### config.mk
export PLATFORM = sky130hd
export DESIGN_NAME = vga_640x480_timing
export DESIGN_NICKNAME = d
export VERILOG_FILES = /design/src/rtl/vga_pkg.sv /design/src/rtl/vga_wrap_counter.sv /design/src/rtl/vga_640x480_timing.sv
export SDC_FILE = /design/constraint.sdc
export NUM_CORES = 1
export LEC_CHECK = 0
export CAP_MARGIN = 20
export CORE_UTILIZATION = 55
export CTS_CLUSTER_DIAMETER = 200
export DETAILED_ROUTE_END_ITERATION = 10
export PLACE_DENSITY = 0.89
export SYNTH_ARGS = -nofsm -noshare
export SYNTH_HDL_FRONTEND = slang
export SYNTH_SLANG_ARGS = --single-unit
### constraint.sdc
create_clock -name clk -period 6.37 [get_ports clk]
set_clock_uncertainty 0.05 [all_clocks]
set_input_delay 0.9555 -clock clk [delete_from_list [all_inputs] [get_ports clk]]
set_output_delay 0.9555 -clock clk [all_outputs]
set_load 0.02 [all_outputs]
### src/rtl/vga_pkg.sv
// Shared VGA 640x480@60 timing constants and widths for the timing and colour stages.
package vga_pkg;

    localparam int CNT_W    = 10;

    localparam int H_PIXELS = 800;
    localparam int H_SP     = 128;
    localparam int H_BP     = 144;
    localparam int H_FP     = 784;

    localparam int V_LINES  = 521;
    localparam int V_SP     = 2;
    localparam int V_BP     = 31;
    localparam int V_FP     = 511;

    localparam int RED_W    = 3;
    localparam int GRN_W    = 3;
    localparam int BLU_W    = 2;

endpackage

### src/rtl/vga_wrap_counter.sv
// Generic modulo-N counter with enable, synchronous active-low clear and terminal-count flag.
// count_next exposes the value the counter loads on the next edge so callers can pre-decode.
module vga_wrap_counter
    import vga_pkg::*;
#(
    parameter int N = H_PIXELS,
    parameter int W = CNT_W
) (
    input  logic         clk,
    input  logic         clr_n,
    input  logic         en,
    output logic [W-1:0] count,
    output logic [W-1:0] count_next,
    output logic         wrap
);

    localparam logic [W-1:0] LAST = W'(N - 1);
    localparam logic [W-1:0] ONE  = {{(W-1){1'b0}}, 1'b1};

    logic [W-1:0] count_r;
    logic [W-1:0] count_next_s;
    logic         wrap_s;

    assign wrap_s = (count_r == LAST);

    // next count: wrap at N-1, otherwise increment; hold when not enabled
    always_comb begin
        count_next_s = count_r;
        if (en) begin
            if (wrap_s) begin
                count_next_s = {W{1'b0}};
            end else begin
                count_next_s = count_r + ONE;
            end
        end else begin
            count_next_s = count_r;
        end
    end

    // count register with synchronous clear
    always_ff @(posedge clk) begin
        if (!clr_n) begin
            count_r <= {W{1'b0}};
        end else begin
            count_r <= count_next_s;
        end
    end

    assign count      = count_r;
    assign count_next = count_next_s;
    assign wrap       = wrap_s;

endmodule

### src/rtl/vga_640x480_timing.sv
// VGA 640x480@60 timing generator: counters, active-low syncs, vidon and frame_start.
// Define VGA_CLKDIV_EN to run from a 50 MHz clk with an internal divide-by-two pixel tick.
module vga_640x480_timing
    import vga_pkg::*;
#(
    parameter int HPIXELS = H_PIXELS,
    parameter int VLINES  = V_LINES,
    parameter int HSP     = H_SP,
    parameter int VSP     = V_SP,
    parameter int HBP     = H_BP,
    parameter int HFP     = H_FP,
    parameter int VBP     = V_BP,
    parameter int VFP     = V_FP
) (
    input  logic             clk,
    input  logic             clr_n,
    output logic             hsync,
    output logic             vsync,
    output logic [CNT_W-1:0] hc,
    output logic [CNT_W-1:0] vc,
    output logic             vidon,
    output logic             frame_start
);

    localparam logic [CNT_W-1:0] HSP_C = CNT_W'(HSP);
    localparam logic [CNT_W-1:0] VSP_C = CNT_W'(VSP);
    localparam logic [CNT_W-1:0] HBP_C = CNT_W'(HBP);
    localparam logic [CNT_W-1:0] HFP_C = CNT_W'(HFP);
    localparam logic [CNT_W-1:0] VBP_C = CNT_W'(VBP);
    localparam logic [CNT_W-1:0] VFP_C = CNT_W'(VFP);

    generate
        if (!(HPIXELS < 1024 && VLINES < 1024 &&
              HSP < HBP && HBP < HFP && HFP <= HPIXELS &&
              VSP < VBP && VBP < VFP && VFP <= VLINES)) begin : g_bad_timing
            $error("vga_640x480_timing: inconsistent timing parameters");
        end
    endgenerate

    logic             tick_s;
    logic             h_wrap_s;
    logic             v_wrap_s;
    logic             v_en_s;
    logic [CNT_W-1:0] h_next_s;
    logic [CNT_W-1:0] v_next_s;
    logic             hsync_next_s;
    logic             vsync_next_s;
    logic             vidon_next_s;
    logic             hsync_r;
    logic             vsync_r;
    logic             vidon_r;
    logic             frame_start_r;

`ifdef VGA_CLKDIV_EN
    logic phase_r;

    // divide-by-two phase; pixel tick on the second clk of each pair
    always_ff @(posedge clk) begin
        if (!clr_n) begin
            phase_r <= 1'b0;
        end else begin
            phase_r <= ~phase_r;
        end
    end

    assign tick_s = phase_r;
`else
    assign tick_s = 1'b1;
`endif

    assign v_en_s = tick_s & h_wrap_s;

    vga_wrap_counter #(.N(HPIXELS), .W(CNT_W)) u_hcnt (
        .clk        (clk),
        .clr_n      (clr_n),
        .en         (tick_s),
        .count      (hc),
        .count_next (h_next_s),
        .wrap       (h_wrap_s)
    );

    vga_wrap_counter #(.N(VLINES), .W(CNT_W)) u_vcnt (
        .clk        (clk),
        .clr_n      (clr_n),
        .en         (v_en_s),
        .count      (vc),
        .count_next (v_next_s),
        .wrap       (v_wrap_s)
    );

    // decode from next-state counts so the registered flags line up with hc/vc
    always_comb begin
        hsync_next_s = 1'b0;
        vsync_next_s = 1'b0;
        vidon_next_s = 1'b0;
        hsync_next_s = (h_next_s >= HSP_C);
        vsync_next_s = (v_next_s >= VSP_C);
        vidon_next_s = (h_next_s >= HBP_C) && (h_next_s < HFP_C) &&
                       (v_next_s >= VBP_C) && (v_next_s < VFP_C);
    end

    // output registers; frame_start marks the tick that wrapped both counters
    always_ff @(posedge clk) begin
        if (!clr_n) begin
            hsync_r       <= 1'b0;
            vsync_r       <= 1'b0;
            vidon_r       <= 1'b0;
            frame_start_r <= 1'b0;
        end else begin
            hsync_r       <= hsync_next_s;
            vsync_r       <= vsync_next_s;
            vidon_r       <= vidon_next_s;
            frame_start_r <= tick_s & h_wrap_s & v_wrap_s;
        end
    end

    assign hsync       = hsync_r;
    assign vsync       = vsync_r;
    assign vidon       = vidon_r;
    assign frame_start = frame_start_r;

endmodule

# --- After elaboration in Yosys (flattened, before gate mapping) ---
# Cells that the tools add are included.
op_classes:
  add_sub_neg: 2
  multipliers: 0
  n_div: 0
  n_lt_le_gt_ge: 6
  eq_ne: 2
  shift: 0
  muxes: 3
  n_bitwise: 1
  reduce_logical: 3
op_table:
  columns: ["cell", "count"]
  rows:
  - ["10-bit 2-to-1 mux", 3]
  - ["10-bit by 1-bit adder with 10-bit output, second input constant", 2]
  - ["10-bit equality test, second input constant", 2]
  - ["10-bit by 8-bit greater-or-equal comparator with 1-bit output, second input constant", 2]
  - ["10-bit by 2-bit greater-or-equal comparator with 1-bit output, second input constant", 1]
  - ["10-bit by 5-bit greater-or-equal comparator with 1-bit output, second input constant", 1]
  - ["10-bit < comparator, second input constant", 1]
  - ["10-bit by 9-bit < comparator with 1-bit output, second input constant", 1]
  - ["1-bit logical AND", 3]
  - ["1-bit bitwise AND", 1]
totals:
  regBits: 24
  latchBits: 0
  ramBits: 0
  rom_bits: 0
  word_cells: 23
  n_memories: 0

# --- Depth between registers and ports, before layout ---
depth:
  depth_word: 6
  ltp_mapped: 8

# --- Hierarchy ---
# A second synthesis with hierarchy kept.
unflattened:
  cells_unflattened: 156
  area_unflattened_um2: 1362.6
by_module_without_submodules:
  columns: ["mod", "instances", "cells_per_inst", "area_each_um2", "seq_area_each_um2"]
  rows:
  - ["vga_wrap_counter at u_vcnt", 1, 72, 589.3, 200.2]
  - ["vga_wrap_counter at u_hcnt", 1, 62, 568.0, 200.2]
  - ["vga_640x480_timing", 1, 22, 205.2, 80.1]

# --- Least setup slack after synthesis ---
# No wires, ideal clock.
synth_timing:
  path_kind: "reg-to-reg"
  from: "register u_hcnt.count_r[0], in the netlist u_hcnt.count[0]"
  to: "register vidon_r, in the netlist vidon"
  arrival_time_ps: 2292
  t_required_ps: 6234
  setup_slack_ps: 3943
  path_stages_with_launch: 9
  path_cell_list: "dfxtp_1 -> ha_1 -> and4_1 -> buf_2 -> nand3_2 -> or3_4 -> a2111oi_4 -> nor4bb_1 -> a211oi_1"
synth_between:
  elab_chain_len: 6
  elab_cells_between_ends: 11
  classes_between: "add/sub: 1; order compare: 4; eq/ne: 1; mux: 2; reduce/logical: 3"
synth_lines:
  columns: ["item", "line", "text"]
  rows:
  - ["from (decl)", "vga_wrap_counter.sv:20", "logic [W-1:0] count_r;"]
  - ["from (signal assigned)", "vga_wrap_counter.sv:43", "count_r <= {W{1'b0}};"]
  - ["from (signal assigned)", "vga_wrap_counter.sv:45", "count_r <= count_next_s;"]
  - ["10-bit by 1-bit adder with 10-bit output or 10-bit equality test (tied branches)", "vga_wrap_counter.sv:33, vga_wrap_counter.sv:24", null]
  - ["10-bit 2-to-1 mux", "vga_wrap_counter.sv:30", "if (wrap_s) begin"]
  - ["10-bit by 8-bit greater-or-equal comparator with 1-bit output or 10-bit < comparator (tied branches)", "vga_640x480_timing.sv:98", "vidon_next_s = (h_next_s >= HBP_C) && (h_next_s < HFP_C) &&"]
  - ["1-bit logical AND (2 in series)", "vga_640x480_timing.sv:98", null]
  - ["1-bit logical AND (*)", "vga_640x480_timing.sv:99", "(v_next_s >= VBP_C) && (v_next_s < VFP_C);"]
  - ["to (signal assigned)", "vga_640x480_timing.sv:112", "vidon_r <= vidon_next_s;"]
  - ["to (decl)", "vga_640x480_timing.sv:51", "logic vidon_r;"]
# Mark *: on every way between the ends. The rest lies on a longest branch, timed or not.
# A chain may end at the register's enable or synchronous reset.

# --- Worst setup path after layout ---
# Same ends and word-level chain as after synthesis.

==> flow_summary_export.csv <==
group,metric,value,unit
setup_path,cp_max_fo,9,
synthesis,synthAdderAreaFrac,0.03497,
synthesis,synth_edf_count,0,
timing,fmax,363.3,MHz
cts,cts_max_level,1,
final_layout,final_nets,195,
cts,cts_buffers,3,
detailed_routing,wirelength,3707,µm
setup_path,worstPathArrival,2910,ps
cts,cts_buffer_depth,2,
flow_run,maxCapViolCount,0,
setup_path,cp.required,6530,ps
cts,cts_resized,0,
global_route,overflow,0,
floorplanning,die_w,53.02,µm
synthesis,synth_async_sr_flop_share,0,
floorplanning,die_h,53.02,µm
synthesis,synth_top_area_frac,0.3357,
hold_path,hp-class,"register to register",
synthesis,ys_ff_latch,24,
setup_path,criticalPathCategory,"register to register",
timing,period_needed,2753,ps
global_route,grt_pass1_wl,5989,µm
cts,cts_num_sinks,24,
timing,slew_headroom,0.5865,
place,port_buffers,25,
floorplanning,num_io_pins,26,
cts,postCtsSetupBuffers,0,
synthesis,synthSimpleGateAreaFrac,0.3365,
global_route,first_global_vias,1322,
synthesis,synth_top_family_by_area,"simple AND/OR/NAND/NOR gates",
detailed_routing,routed_via_density,6.587,
synthesis,yosys.area.top_type,"dfxtp_1",
detailed_routing,met3_length,293,µm
final_layout,drive_gt1_frac,0.07979,
synthesis,synthCells,167,
detailed_routing,dr.pass1.iters,6,
power,power_density,167.0,nW/µm²
setup_path,critical_path.endpoint_type,"register",
detailed_routing,final_antenna_net_count,0,
detailed_routing,avgRoutedWirePerCell,17.00,µm
place,place_congestion,0.9435,
synthesis,seq_area_frac_synth,0.3357,
cts,clk_pin_slew,140,ps
floorplanning,core,2477,µm²
global_route,antenna_found_initial,0,
timing,worst_pin_slew,616.9,ps
cts,insertion_delay,320,ps
synthesis,syn-num-nets,173,
power,leakage,0.5860,nW
power,ir_worst_vdd,0.1451,mV
detailed_routing,via_count,1436,
cts,root_buffer,"clkbuf_4",
global_route,grt_max_degree,15,
synthesis,synthTopCellsByCount,"dfxtp_1 (24), nor2_1 (18), nand2_1 (13)",
detailed_routing,drt_first_iter_violations,49,
detailed_routing,highest_layer,"met4",
synthesis,synthFlopType,"dfxtp_1",
detailed_routing,routed-wl-met2,1747,µm
timing,fin_crit_sh,0.4321,
place,dpl.hpwl,2672,µm
synthesis,yosys.area_share.xor_xnor,0.06119,
synthesis,syn-cell-area,1431,µm²
cts,tritoncts,"built",
synthesis,synthTopCellsByArea,"dfxtp_1 (34%), nor2_1 (4.7%), xor2_1 (4.3%)",
synthesis,ys_types,50,
detailed_routing,drc,0,
global_route,grt_use_total,0.2913,
timing,rsz0062_at_grt,"no",
setup_path,start_kind,"register",
timing,setup_viol,0,
outcome,status,"finished, final reports clean",
floorplanning,dieArea,2811,µm²
synthesis,synth_area_per_cell,8.571,µm²
final_layout,diodes,0,
timing,drv_slew,0,
synthesis,synth.yosys.warnings,0,
cts,ctsHoldBuffers,0,
floorplanning,initial_utilization,0.5778,
timing,hold_viol,0,
synthesis,yosysMostFrequentCell,"dfxtp_1",
timing,final.setup.tns,0,ps
final_layout,syn_to_final_growth,20.80,%
synthesis,synthMuxAreaShare,0.006993,
floorplanning,num_rows,18,
synthesis,synth-compound-area-share,0.1844,
detailed_routing,wl_met1,1586,µm
timing,whs,475.2,ps
## cell type report
class                      count  area (µm²)
clock buffer                   3       22.52
clock inverter                 1       30.03
fill                         208       748.2
inverter                       4       15.01
multi-input combinational    131       893.4
sequential                    24       480.5
tap                           30       37.54
timing repair buffer          25       250.2
## flip-flops by register name, indices dropped and copies added, names as in the netlist
signal,count
hsync,1
u_vcnt.count,10
u_hcnt.count,10
vidon,1
vsync,1
frame_start,1
## report_power, final
group	internal (mW)	switching, mW	total (mW)
clock	0.0636	0.0485	0.112
combinational	0.00844	0.0115	0.0199
sequential	0.153	0.00381	0.157
total	0.225	0.0638	0.289
## critical path: stages, from the launching register on
cell	delay [ps]
dfxtp_1	450
ha_1	320
nand4_1	310
nor3_2	620
nand4_1	190
xor2_1	300
nor4bb_1	320
a211oi_1	70
## cells in the final DEF, fill, tap and decap left out, types with 2 or more instances in the layout
cell type and instances:
a21bo_2 2, ha_1 4, nand4_1 5, and2_1 4
nor4_1 3, o21ai_0 10, xor2_1 7, xnor2_1 3
nor2_1 18, a21oi_1 3, nor2b_1 3, a31oi_1 5
a41oi_1 2, nand4b_1 2, a211oi_1 2, nor4bb_1 2
and4_1 2, or3_1 2, clkdlybuf4s50_1 25, nand3_1 8
nor3_1 5, clkbuf_4 3, and3_1 4, dfxtp_1 24
nand2_1 13, inv_1 4
## path summary, 6_finish.rpt
path | from | to | slack, ps | cells past startpoint
max | u_hcnt.count[0] | vidon | 3620 | 7
min | u_hcnt.count[0] | u_hcnt.count[0] | 480 | 1
max reg2reg | u_hcnt.count[0] | vidon | 3620 | 7
min reg2reg | u_hcnt.count[0] | u_hcnt.count[0] | 480 | 1
## per-stage QoR
| step | total power, mW | setup WS (ps) | utilization | area [µm²] | std cells |
|---|---|---|---|---|---|
| 6_report | 0.2888 | 3617 | 0.6980 | 1729 | 218 |
| 5_1_grt | 0.2982 | 3329 | 0.6980 | 1729 | 218 |
| 4_1_cts | 0.2903 | 3666 | 0.6980 | 1729 | 218 |
| 3_5_place_dp | 0.1797 | 3703 | 0.6768 | 1677 | 214 |
| 3_3_place_gp | 0.1791 | 3851 | 0.6768 | 1677 | 214 |
| 2_1_floorplan | 0.1706 | 3943 | - | 1431 | 167 |
## layer usage
metal	vias to the layer above	global-route usage
li1	657	-
met1	676	0.3752
met2	89	0.4810
met3	14	0.04023
met4	0	0.1228
met5	-	0
## cell families (layout without fill, tap and decap cells)
kind of cell               Yosys count  in the layout
buffers and inverters               12             33
AOI/OAI and AO/OA                   35             35
and+or+nand+nor                     81             81
adders and majority gates            4              4
DFF                                 24             24
muxes                                1              1
xor gates and xnor gates            10             10
No activity file was read; power rests on OpenSTA's default activity.
